[config.mk]
export PLATFORM = sky130hd
export DESIGN_NAME = mem_port_arbiter
export DESIGN_NICKNAME = d
export VERILOG_FILES = /design/src/rtl/mem_port_arbiter.sv
export SDC_FILE = /design/constraint.sdc
export NUM_CORES = 1
export LEC_CHECK = 0
export ABC_AREA = 1
export BUFFER_PORTS_ARGS = -buffer_cell sky130_fd_sc_hd__buf_2
export CAP_MARGIN = 20
export CORE_UTILIZATION = 43
export DETAILED_ROUTE_END_ITERATION = 6
export GPL_ROUTABILITY_DRIVEN = 0
export HOLD_SLACK_MARGIN = 0.15
export PLACE_DENSITY = 0.74
export SLEW_MARGIN = 20
export SYNTH_ARGS = -nofsm -noshare
export SYNTH_HDL_FRONTEND = slang
export SYNTH_SLANG_ARGS = --single-unit
[constraint.sdc]
create_clock -name clk -period 1.55 [get_ports clk]
set_input_delay 0.155 -clock clk [delete_from_list [all_inputs] [get_ports clk]]
set_output_delay 0.155 -clock clk [all_outputs]
set_load 0.02 [all_outputs]
[src/rtl/mem_port_arbiter.sv]
// Shared memory port sequencer for the IF and MEM pipeline stages.
// One access is in flight at a time. MEM has priority, and a saturating
// starvation counter forces an IF grant after STARVE_MAX back-to-back MEM
// grants while IF is waiting.
//
// Handshake: a requester raises *_req with stable fields and holds it until
// it sees its one-cycle *_done pulse. On the memory side, mem_req is high for
// the whole REQ phase. mem_ack accepts the request. mem_rvalid, taken with or
// after mem_ack, completes the access.
module mem_port_arbiter #(
    parameter int AW         = 32,
    parameter int DW         = 32,
    parameter int STARVE_MAX = 4
) (
    input  logic          clk,
    input  logic          rst,
    input  logic          inst_req,
    input  logic [AW-1:0] inst_addr,
    output logic [DW-1:0] inst_rdata,
    output logic          inst_done,
    input  logic          data_req,
    input  logic [3:0]    data_wen,
    input  logic [AW-1:0] data_addr,
    input  logic [DW-1:0] data_wdata,
    output logic [DW-1:0] data_rdata,
    output logic          data_done,
    output logic          mem_req,
    output logic [3:0]    mem_wen,
    output logic [AW-1:0] mem_addr,
    output logic [DW-1:0] mem_wdata,
    input  logic          mem_ack,
    input  logic          mem_rvalid,
    input  logic [DW-1:0] mem_rdata,
    output logic          stallreq_for_if,
    output logic          stallreq_for_mem,
    output logic [1:0]    state_dbg
);

    typedef enum logic [1:0] {
        IDLE = 2'd0,
        REQ  = 2'd1,
        WAIT = 2'd2,
        DONE = 2'd3
    } state_t;

    localparam logic [2:0] STARVE_LIM = 3'(STARVE_MAX);
    localparam logic       OWN_IF     = 1'b0;
    localparam logic       OWN_MEM    = 1'b1;

    state_t     state;
    state_t     state_nxt;
    logic       owner;
    logic [2:0] starve_cnt;
    logic       grant_mem;
    logic       grant_if;
    logic       take_rvalid;

    // Arbitration in IDLE and detection of the completing rvalid.
    always_comb begin
        grant_mem   = (state == IDLE) && data_req &&
                      ((starve_cnt < STARVE_LIM) || !inst_req);
        grant_if    = (state == IDLE) && inst_req && !grant_mem;
        take_rvalid = ((state == REQ) && mem_ack && mem_rvalid) ||
                      ((state == WAIT) && mem_rvalid);
    end

    // State register.
    always_ff @(posedge clk or negedge rst) begin
        if (!rst) state <= IDLE;
        else      state <= state_nxt;
    end

    // Next-state logic. DONE always returns to IDLE without arbitrating.
    always_comb begin
        state_nxt = state;
        case (state)
            IDLE: if (grant_mem || grant_if) state_nxt = REQ;
            REQ:  if (mem_ack) state_nxt = mem_rvalid ? DONE : WAIT;
            WAIT: if (mem_rvalid) state_nxt = DONE;
            DONE: state_nxt = IDLE;
            default: state_nxt = IDLE;
        endcase
    end

    // State-decoded outputs.
    always_comb begin
        mem_req   = (state == REQ);
        state_dbg = state;
    end

    // Latch the granted request so the port sees stable fields during REQ.
    always_ff @(posedge clk or negedge rst) begin
        if (!rst) begin
            owner     <= OWN_IF;
            mem_addr  <= '0;
            mem_wen   <= '0;
            mem_wdata <= '0;
        end else if (grant_mem) begin
            owner     <= OWN_MEM;
            mem_addr  <= data_addr;
            mem_wen   <= data_wen;
            mem_wdata <= data_wdata;
        end else if (grant_if) begin
            owner     <= OWN_IF;
            mem_addr  <= inst_addr;
            mem_wen   <= '0;
            mem_wdata <= '0;
        end
    end

    // Starvation counter: counts MEM grants taken while IF waits, saturating.
    always_ff @(posedge clk or negedge rst) begin
        if (!rst) begin
            starve_cnt <= '0;
        end else if (state == IDLE) begin
            if (grant_if || !inst_req)
                starve_cnt <= '0;
            else if (grant_mem && (starve_cnt != 3'd7))
                starve_cnt <= starve_cnt + 3'd1;
        end
    end

    // Completion: one-cycle done to the owner, read data captured for reads only.
    always_ff @(posedge clk or negedge rst) begin
        if (!rst) begin
            inst_done  <= 1'b0;
            data_done  <= 1'b0;
            inst_rdata <= '0;
            data_rdata <= '0;
        end else begin
            inst_done <= take_rvalid && (owner == OWN_IF);
            data_done <= take_rvalid && (owner == OWN_MEM);
            if (take_rvalid && (mem_wen == 4'd0)) begin
                if (owner == OWN_MEM) data_rdata <= mem_rdata;
                else                  inst_rdata <= mem_rdata;
            end
        end
    end

    // Stall requests toward the pipeline stall controller.
    always_comb begin
        stallreq_for_if  = inst_req & ~inst_done;
        stallreq_for_mem = data_req & ~data_done;
    end

endmodule

==> out/metrics.yaml, run 1 <==
outcome:
  status: "complete, but fails checks"
  violations: "setup timing"
power_and_ir_drop:
  ir_drop_mv: 1.29
  power_w: 0.0212
  cellLeakagePower_nw: 6.06
  powerDensity_nw_per_um2: 1990
clock_network:
  clock_latency_ns: 0.42
  htreeDepth: 4
  cts.sinks: 140
  cts_buffers: 17
  clkTransAtPathRegs_ns: 0.06
  cts_root_buffer: "clkbuf_16"
  cts_tree: "built"
  clockBufferDepth: 2
grt:
  grt_pass1_vias: 7224
  antenna_found_initial: 4
  grt_overflow: 0
  grt_max_degree: 48
  grt_pass1_wl_mm: 36.1
  track_usage_pct: 32.3
place:
  port_buffers: 276
  dpl.hpwl_mm: 12.6
  dp_slack_ns: -0.0230
synth:
  synth_edf_count: 0
  yosys.area.top_type_share_pct: 56.3
  synth.distinct_cells: 16
  yosysWarnings: 0
  yosysSeqAreaShare_pct: 56.3
  synthTopCellsByArea: "dfrtp_1 (56%), nand2_1 (23%), nand4_1 (6.7%)"
  synth_top_flop_cell: "dfrtp_1"
  syn_inst: 774
  syn_area_sq_um: 6220
  avgSynthCellArea_sq_um: 8.04
  synth_commonest_cells: "nand2_1 (379), dfrtp_1 (140), inv_1 (80), nand4_1 (67), nand3_1 (39)"
  ys_ff_latch: 140
  yosysMostFrequentCell: "nand2_1"
  synth_nets: 918
  async_flop_share_pct: 100
  yosysTopAreaCell: "dfrtp_1"
routing:
  viasPerCell: 5.30
  drtAntennaViolNets: 0
  num_vias: 7486
  drc_errors: 0
  drt-total-wl_mm: 25.2
  drt-initial-drc-count: 646
  dr.pass1.iters: 6
  wire_per_inst_um: 17.9
sta:
  setup_viol_count_final: 1
  maxSlewViolCount: 0
  fin_ws_ns: -0.0137
  max_freq_ghz: 0.640
  min_period_ns: 1.56
  tightest_slew_ns: 0.439
  clock_skew_ns: 0.00649
  final.period_utilization_pct: 101
  rsz0062_at_grt: "yes"
  slew_headroom_pct: 70.7
  final-hold-violation-count: 0
critical_path:
  worstReg2RegStart: "state_dbg[1]"
  arrival_ns: 1.87
  crit_fanout: 12
  crit_path_end_kind: "register"
  worstPathRequired_ns: 1.85
  critPathKind: "reg -> reg"
  startpoint_type: "register"
  rr_endpoint: "inst_rdata[21]"
  worst-r2r-setup-slack_ns: -0.01
  r2r_cells: 8
floorplan:
  die_w_um: 122
  rows: 43
  start_util_pct: 44.5
  die_h_um: 122
  io_pins: 277
  dieArea_sq_um: 15000
  core_region_area_sq_um: 14000
min_path:
  whs_path_depth: 5
  hp-start: "inst_req"
  hold_path_class: "in -> reg"
  worstHoldEndpoint: "starve_cnt[0]"
finish:
  drive_gt1_share_pct: 32.2
  fin_util_pct: 75.8
  syn_to_final_growth_pct: 70.4
  nets: 1361
run:
  drv_cap: 0
-- per-layer routing --
metal	track usage, %	up-vias	wire (um)
li1	-	3313	-
met1	34.8	3522	8980
met2	51.2	491	12400
met3	13.5	158	2330
met4	22.7	2	1550
met5	0	-	12
-- how the worst max path moves through the flow --
stage	cells after the start	from	end	slack, ns
after floorplan	9	state_dbg[0]	mem_addr[10]	0.009
after global placement	8	state_dbg[1]	mem_wen[1]	0.05
after detailed placement	8	state_dbg[1]	mem_wen[1]	-0.02
after CTS	8	state_dbg[1]	inst_rdata[8]	0.005
after global routing	9	state_dbg[0]	mem_addr[18]	-0.11
final	8	state_dbg[1]	inst_rdata[21]	-0.01
-- cell usage in the layout (no fill, tap or decap), types with 2 or more instances in the layout --
master         netlist  routed
nand2_1            379     362
buf_2               34     275
dfrtp_1            140     138
dlygate4sd3_1        0     134
inv_1               80      78
nand4_1             67      67
nand3_1             39      35
clkbuf_16            0      27
buf_4                2      22
nand2_2              1      14
buf_12               0      13
buf_6                0      12
o21ai_0              6       6
nor2_1               5       4
clkbuf_1            10       4
clkbuf_8             0       4
diode_2              0       3
nand3_4              0       3
nand2_4              0       3
ha_4                 0       3
ha_1                 6       3
inv_4                0       2
bufinv_16            0       2
clkinvlp_4           0       2
clkinv_2             0       2
buf_16               0       2
buf_8                0       2
dfrtp_2              0       2
-- registers in the layout, summed over array words and instances (netlist names), 2 cells and up --
signal,count
state_dbg,2
mem_wen,4
mem_wdata,32
starve_cnt,3
data_rdata,32
mem_addr,32
inst_rdata,32
-- worst max-delay path, cell delays in order (launching register included) --
cell       delay, ns
dfrtp_2         0.43
buf_4           0.17
ha_4            0.18
nand2_4         0.09
nand2_8         0.07
buf_4           0.16
clkbuf_16       0.16
nand4_1         0.11
nand2_1         0.08
-- report_power, final --
group / internal (W) / switching [W] / total, W / leakage [nW]
Sequential: 0.00530 / 0.000959 / 0.00626 / 1.77
Clock: 0.00253 / 0.00151 / 0.00404 / 0.279
Combinational: 0.00403 / 0.00683 / 0.0109 / 4.01
-- cell type report --
cell class              count  area (sq um)
well taps                 180           225
repair buffers            470          3610
inverters                  82           318
diodes                      3          7.51
clock inverters             6          85.1
fillers                   910          3380
clock buffers              25           495
multi-input cells         506          2350
flip-flops and latches    140          3510
-- cell families after synthesis --
logic type                 share of synthesized area, %
and+or+nand+nor                                    33.3
DFF                                                56.3
buffers and inverters                              8.53
AOI/OAI and AO/OA                                 0.704
adders and majority gates                          1.21
-- per-stage QoR --
step,area (sq um),TNS (ns),std cells,hold WS (ns)
finish,10600,-0.0137,1412,0.236
global route,10600,-0.981,1410,0.261
CTS,10000,0,1386,0.213
detailed placement,8040,-0.0230,1216,0.106
global placement,8040,0,1216,0.109
floorplan,6270,0,774,-0.141
-- repair_timing --
action | 4_1_cts | 5_1_grt
buffers inserted | 3 | 10
gates resized for setup | 4 | 53
endpoints found under the hold margin | 273 | 0
setup endpoints to repair | 32 | 136
hold buffers | 134 | 0
pin swaps | 0 | 9
gates cloned | 2 | 13
(Power assumes the default switching activity.)
==> run 2: changes to the inputs <==
--- a/config.mk
+++ b/config.mk
@@ -8,11 +8,11 @@
 export ABC_AREA = 1
 export BUFFER_PORTS_ARGS = -buffer_cell sky130_fd_sc_hd__buf_2
 export CAP_MARGIN = 20
-export CORE_UTILIZATION = 43
+export CORE_UTILIZATION = 51
 export DETAILED_ROUTE_END_ITERATION = 6
 export GPL_ROUTABILITY_DRIVEN = 0
 export HOLD_SLACK_MARGIN = 0.15
-export PLACE_DENSITY = 0.74
+export PLACE_DENSITY = 0.83
 export SLEW_MARGIN = 20
 export SYNTH_ARGS = -nofsm -noshare
 export SYNTH_HDL_FRONTEND = slang
==> constraint.sdc (replaced) <==
create_clock -name clk -period 1.84 [get_ports clk]
set_input_delay 0.184 -clock clk [delete_from_list [all_inputs] [get_ports clk]]
set_output_delay 0.184 -clock clk [all_outputs]
set_load 0.02 [all_outputs]
==> run 2 against run 1 <==
The run ends with DRC left. First-iteration DRC count increased by 52%. Combinational power decreased by 26%. Clock skew increased by 0.0030 ns. Count of clock-buffer cells in the layout decreased by 3. Clock power decreased by 7.7%. Register-to-register slack improved by 0.02 ns. Sequential share of layout area increased by 2.3 points. Routed wire length increased by 3.2%. Final cell count decreased by 5.0%. Sequential power decreased by 14%. Core utilization increased by 9.1 points. Largest cell class is now flip-flops and latches. Largest power group unchanged.
==> out/metrics.yaml, run 2 (synthesis gave the netlist of run 1 again) <==
clock_network:
  htreeDepth: 4
  clock_latency_ns: 0.41
  clockBufferDepth: 2
  cts_root_buffer: "clkbuf_16"
  cts_buffers: 17
  clkTransAtPathRegs_ns: 0.07
  cts_tree: "built"
  cts.sinks: 140
place:
  dpl.hpwl_mm: 12.2
  port_buffers: 276
  dpl_cell_area_sq_um: 7810
  dp_slack_ns: 0.105
critical_path:
  startpoint_type: "register"
  critPathKind: "reg -> reg"
  crit_path_frequent_cell: "nand2_1"
  crit_fanout: 16
  crit_path_end_kind: "register"
  path_cells: "inv_1 > ha_4 > nand2_2 > a21oi_4 > buf_4 > buf_6 > nand2_1 > nand2_1"
  arrival_ns: 2.18
  worstPathRequired_ns: 2.19
  slowest_delay_ns: 0.43
  crit_slowest_cell: "dfrtp_1"
floorplan:
  die_w_um: 112
  rows: 39
  die_h_um: 112
  core_region_area_sq_um: 11700
  dieArea_sq_um: 12600
  io_pins: 277
  start_util_pct: 53.4
run:
  drv_cap: 0
outcome:
  status: "complete, but fails checks"
  violations: "DRC"
power_and_ir_drop:
  cellLeakagePower_nw: 5.78
  ir_drop_mv: 1.15
  powerDensity_nw_per_um2: 1730
grt:
  grt_pass1_vias: 7558
  antenna_found_initial: 4
  grt_pass1_wl_mm: 39.6
  track_usage_pct: 41.5
  grt_max_degree: 67
  grt_overflow: 0
sta:
  slew_headroom_pct: 73.3
  tightest_slew_ns: 0.401
  min_period_ns: 1.84
  timing.hold.ws_ns: 0.249
  setup_viol_count_final: 0
  maxSlewViolCount: 0
  final.period_utilization_pct: 99.9
  fin_ws_ns: 0.00232
  max_freq_ghz: 0.544
  final-hold-violation-count: 0
  clock_skew_ns: 0.00950
routing:
  viasPerCell: 5.68
  wire_per_inst_um: 19.4
  drtAntennaViolNets: 0
  drt-total-wl_mm: 26.1
  num_vias: 7623
  drc_errors: 2
  dr.pass1.iters: 7
  drt-initial-drc-count: 983
finish:
  final_cell_mix: "nand2_1 (375), buf_2 (275), dfrtp_1 (139)"
  nets: 1326
  layout_commonest_cell: "nand2_1"
  drive_gt1_share_pct: 28.8
  final_area_sq_um: 9900
  syn_to_final_growth_pct: 59.2
min_path:
  hold_path_class: "in -> async"
## run 2: where the power goes
group | switching (W) | total, W | leakage, nW | internal (W)
clock | 0.00131 | 0.00373 | 0.308 | 0.00241
combinational | 0.00552 | 0.00803 | 3.69 | 0.00251
sequential | 0.000900 | 0.00536 | 1.78 | 0.00446
## run 2: worst paths after layout
path,start,to,slack [ns],cells past startpoint
worst max-delay path,state_dbg[1],mem_wdata[6],0.002,8
max in group asynchronous,rst,inst_rdata[5],0.99,3
worst max register to register,state_dbg[1],mem_wdata[6],0.002,8
worst min-delay path,rst,mem_addr[24],0.25,2
worst min register to register,data_rdata[14],data_rdata[14],0.46,2
min in group clk,mem_ack,state_dbg[1],0.26,7
## run 2: what timing repair did
item	4_1_cts	5_1_grt
buffers inserted	0	1
hold buffers	134	0
gates resized for setup	0	7
hold endpoints to repair	273	0
setup endpoints to repair	0	44
## run 2: routing by layer
metal	wire (um)	GRT usage, %	share of wire, %	up-vias
met2	12100	65.1	46	686
met3	2930	18.2	11	239
met1	8590	44.0	33	3470
met4	2430	32.4	9.3	0
met5	0	0	0	-
li1	-	-	-	3228
## run 2: layout make-up
| cell class | count | area [sq um] |
|---|---|---|
| antenna | 3 | 7.51 |
| clock buffer | 22 | 484 |
| clock inverter | 10 | 161 |
| fill | 557 | 1760 |
| inverter | 82 | 308 |
| multi-input combinational | 506 | 2230 |
| sequential | 140 | 3500 |
| tap | 143 | 179 |
| timing repair buffer | 435 | 3030 |
## run 2: per-stage QoR
step | util, % | total power (W) | instances | setup TNS, ns
2_1_floorplan | - | 0.00970 | 774 | 0
3_3_place_gp | 67.0 | 0.0121 | 1167 | 0
3_5_place_dp | 67.0 | 0.0123 | 1167 | 0
4_1_cts | 84.0 | 0.0163 | 1333 | 0
5_1_grt | 84.9 | 0.0180 | 1339 | -0.209
6_report | 84.9 | 0.0171 | 1341 | 0
## run 2: critical path: cells and delay by family, from the launching register on
kind | cells | cell delay [ns]
adders and majority gates | 1 | 0.17
buffers and inverters | 3 | 0.53
and+or+nand+nor | 3 | 0.31
AOI/OAI and AO/OA | 1 | 0.33
DFF | 1 | 0.43
==> run 3: changes to the inputs <==
--- a/config.mk
+++ b/config.mk
@@ -8,11 +8,12 @@
 export ABC_AREA = 1
 export BUFFER_PORTS_ARGS = -buffer_cell sky130_fd_sc_hd__buf_2
 export CAP_MARGIN = 20
-export CORE_UTILIZATION = 51
+export CORE_UTILIZATION = 38
+export CTS_BUF_LIST = sky130_fd_sc_hd__clkbuf_16
 export DETAILED_ROUTE_END_ITERATION = 6
 export GPL_ROUTABILITY_DRIVEN = 0
 export HOLD_SLACK_MARGIN = 0.15
-export PLACE_DENSITY = 0.83
+export PLACE_DENSITY = 0.64
 export SLEW_MARGIN = 20
 export SYNTH_ARGS = -nofsm -noshare
 export SYNTH_HDL_FRONTEND = slang
==> run 3 against run 2 <==
The run now ends clean. First-iteration DRC count fell by 66%. Global-route usage fell by 16 points. Routed wire length fell by 19%. Sequential share of layout area barely moved. Highest routed layer unchanged.
==> out/metrics.yaml, run 3 (synthesis gave the netlist of run 1 again) <==
sta:
  setup_viol_count_final: 0
  max_freq_ghz: 0.595
  maxSlewViolCount: 0
  timing.hold.ws_ns: 0.220
  tightest_slew_ns: 0.534
  tns_ns: 0
  slew_headroom_pct: 64.4
  rsz0062_at_grt: "no"
  final-hold-violation-count: 0
  clock_skew_ns: 0.00741
  final.period_utilization_pct: 91.4
  min_period_ns: 1.68
grt:
  grt_pass1_wl_mm: 33.0
  grt_overflow: 0
  track_usage_pct: 25.3
  grt_max_degree: 66
  antenna_found_initial: 0
  grt_pass1_vias: 6669
finish:
  finalNonFillerCells: 1407
  diodes: 0
  syn_to_final_growth_pct: 58.9
  drive_gt1_share_pct: 28.3
  seq_area_sq_um: 3500
  final_cell_mix: "nand2_1 (376), buf_2 (275), dfrtp_1 (140)"
  final_area_sq_um: 9890
  multiInputGateArea_sq_um: 2210
  nets: 1322
  nFillCells: 1347
  layout_commonest_cell: "nand2_1"
power_and_ir_drop:
  combPwrFrac_pct: 47.9
  powerDensity_nw_per_um2: 1620
  p_seq_share_pct: 32.2
  p_switching_w: 0.00723
  p_int_w: 0.00883
  switching_share_pct: 45.0
  p_clk_share_pct: 19.9
  cellLeakagePower_nw: 5.71
  ir_drop_mv: 0.883
clock_network:
  clkTransAtPathRegs_ns: 0.06
  clockBufferDepth: 2
  cts_root_buffer: "clkbuf_16"
  cts_buffers: 17
  clock_latency_ns: 0.42
  cts_tree: "built"
  htreeDepth: 4
  cts.sinks: 140
floorplan:
  dieArea_sq_um: 16900
  core_region_area_sq_um: 15900
  die_w_um: 130
  start_util_pct: 39.0
  die_h_um: 130
  io_pins: 277
  rows: 46
routing:
  drt-total-wl_mm: 21.0
  wire_per_inst_um: 15.0
  dr.pass1.iters: 6
  drc_errors: 0
  num_vias: 6702
  drtAntennaViolNets: 0
  drt-initial-drc-count: 338
  viasPerCell: 4.76
critical_path:
  worst-r2r-setup-slack_ns: 0.16
  path_buf_inv: 2
  crit_path_end_kind: "register"
  worstReg2RegStart: "state_dbg[1]"
  critPathKind: "reg -> reg"
  worstPathRequired_ns: 2.15
  arrival_ns: 2.00
  crit_fanout: 41
  crit_slowest_cell: "dfrtp_1"
  rr_endpoint: "mem_addr[8]"
  crit_path_frequent_cell: "nand2_1"
  slowest_delay_ns: 0.41
  crit_family: "flip-flops"
  startpoint_type: "register"
  r2r_cells: 8
  path_cells: "inv_1 > ha_2 > nand2_2 > a21oi_4 > buf_12 > nand2_1 > nand3_1 > nand2_1"
outcome:
  status: "complete, no violations"
min_path:
  hp-start: "data_req"
  hold_path_class: "in -> reg"
  whs_path_depth: 5
  worstHoldEndpoint: "state_dbg[0]"
place:
  dpl.hpwl_mm: 12.8
  dpl_cell_area_sq_um: 7960
  dp.cells: 1240
  port_buffers: 276
run:
  drv_cap: 0
==> run 3: changes by cell type in the layout (fill, tap and decap cells not counted), moves of 2 or more <==
cell        previous run  this run
clkinvlp_4             3         7
buf_4                 15         9
bufinv_16              4         1
buf_6                  3         1
diode_2                3         0
clkbuf_8               4         0
buf_12                 6        11
==> run 3: layout make-up <==
type / count / share of cell area (%)
sequential: 140 / 35.4
timing repair buffer: 431 / 30.8
multi-input combinational: 506 / 22.4
clock buffer: 17 / 4.30
inverter: 82 / 3.11
tap: 216 / 2.73
clock inverter: 15 / 1.28
==> run 3: how the worst max path moves through the flow <==
stage                             from        endpoint  slack (ns)  depth (start not counted)
after CTS                 state_dbg[0]     mem_addr[1]        0.13                          8
after global placement    state_dbg[0]     mem_addr[8]        0.22                          8
after detailed placement  state_dbg[0]     mem_addr[1]        0.16                          8
final                     state_dbg[1]     mem_addr[8]        0.16                          8
after floorplan           state_dbg[1]  data_rdata[22]        0.14                          8
after global routing      state_dbg[0]     mem_addr[5]        0.02                          8
==> run 3: worst min-delay path, delay by kind of cell <==
| kind | cells | cell delay (ns) |
|---|---|---|
| buf+inv | 2 | 0.15 |
| simple gates | 3 | 0.28 |
==> run 3: repair_timing <==
action,in CTS,in global routing
hold buffers,134,0
setup endpoints to repair,0,31
hold endpoints to repair,247,0
resized for setup,0,4
setup buffers,0,0
==> run 3: power groups by stage <==
| stage | combinational [W] | clock (W) | sequential, W |
|---|---|---|---|
| 2_1_floorplan | 0.00287 | 0 | 0.00683 |
| 3_3_place_gp | 0.00728 | 0 | 0.00515 |
| 3_5_place_dp | 0.00735 | 0 | 0.00517 |
| 4_1_cts | 0.00759 | 0.00328 | 0.00515 |
| 5_1_grt | 0.00842 | 0.00339 | 0.00534 |
| 6_report | 0.00769 | 0.00320 | 0.00517 |
==> run 3: routing by layer <==
metal  track usage [%]  part of all wire [%]  vias up
met5                 0                     0        -
met4              14.5                   4.3        0
met3              6.72                   7.5       80
met2              41.1                    47      309
met1              30.3                    41     3083
li1                  -                     -     3230
==> run 3: through the flow <==
step | setup WS [ns] | power (W) | utilization, %
floorplan | 0.141 | 0.00970 | -
detailed placement | 0.155 | 0.0125 | 49.9
global route | 0.0164 | 0.0172 | 62.0
finish | 0.159 | 0.0161 | 62.0
CTS | 0.132 | 0.0160 | 61.8
global placement | 0.220 | 0.0124 | 49.9
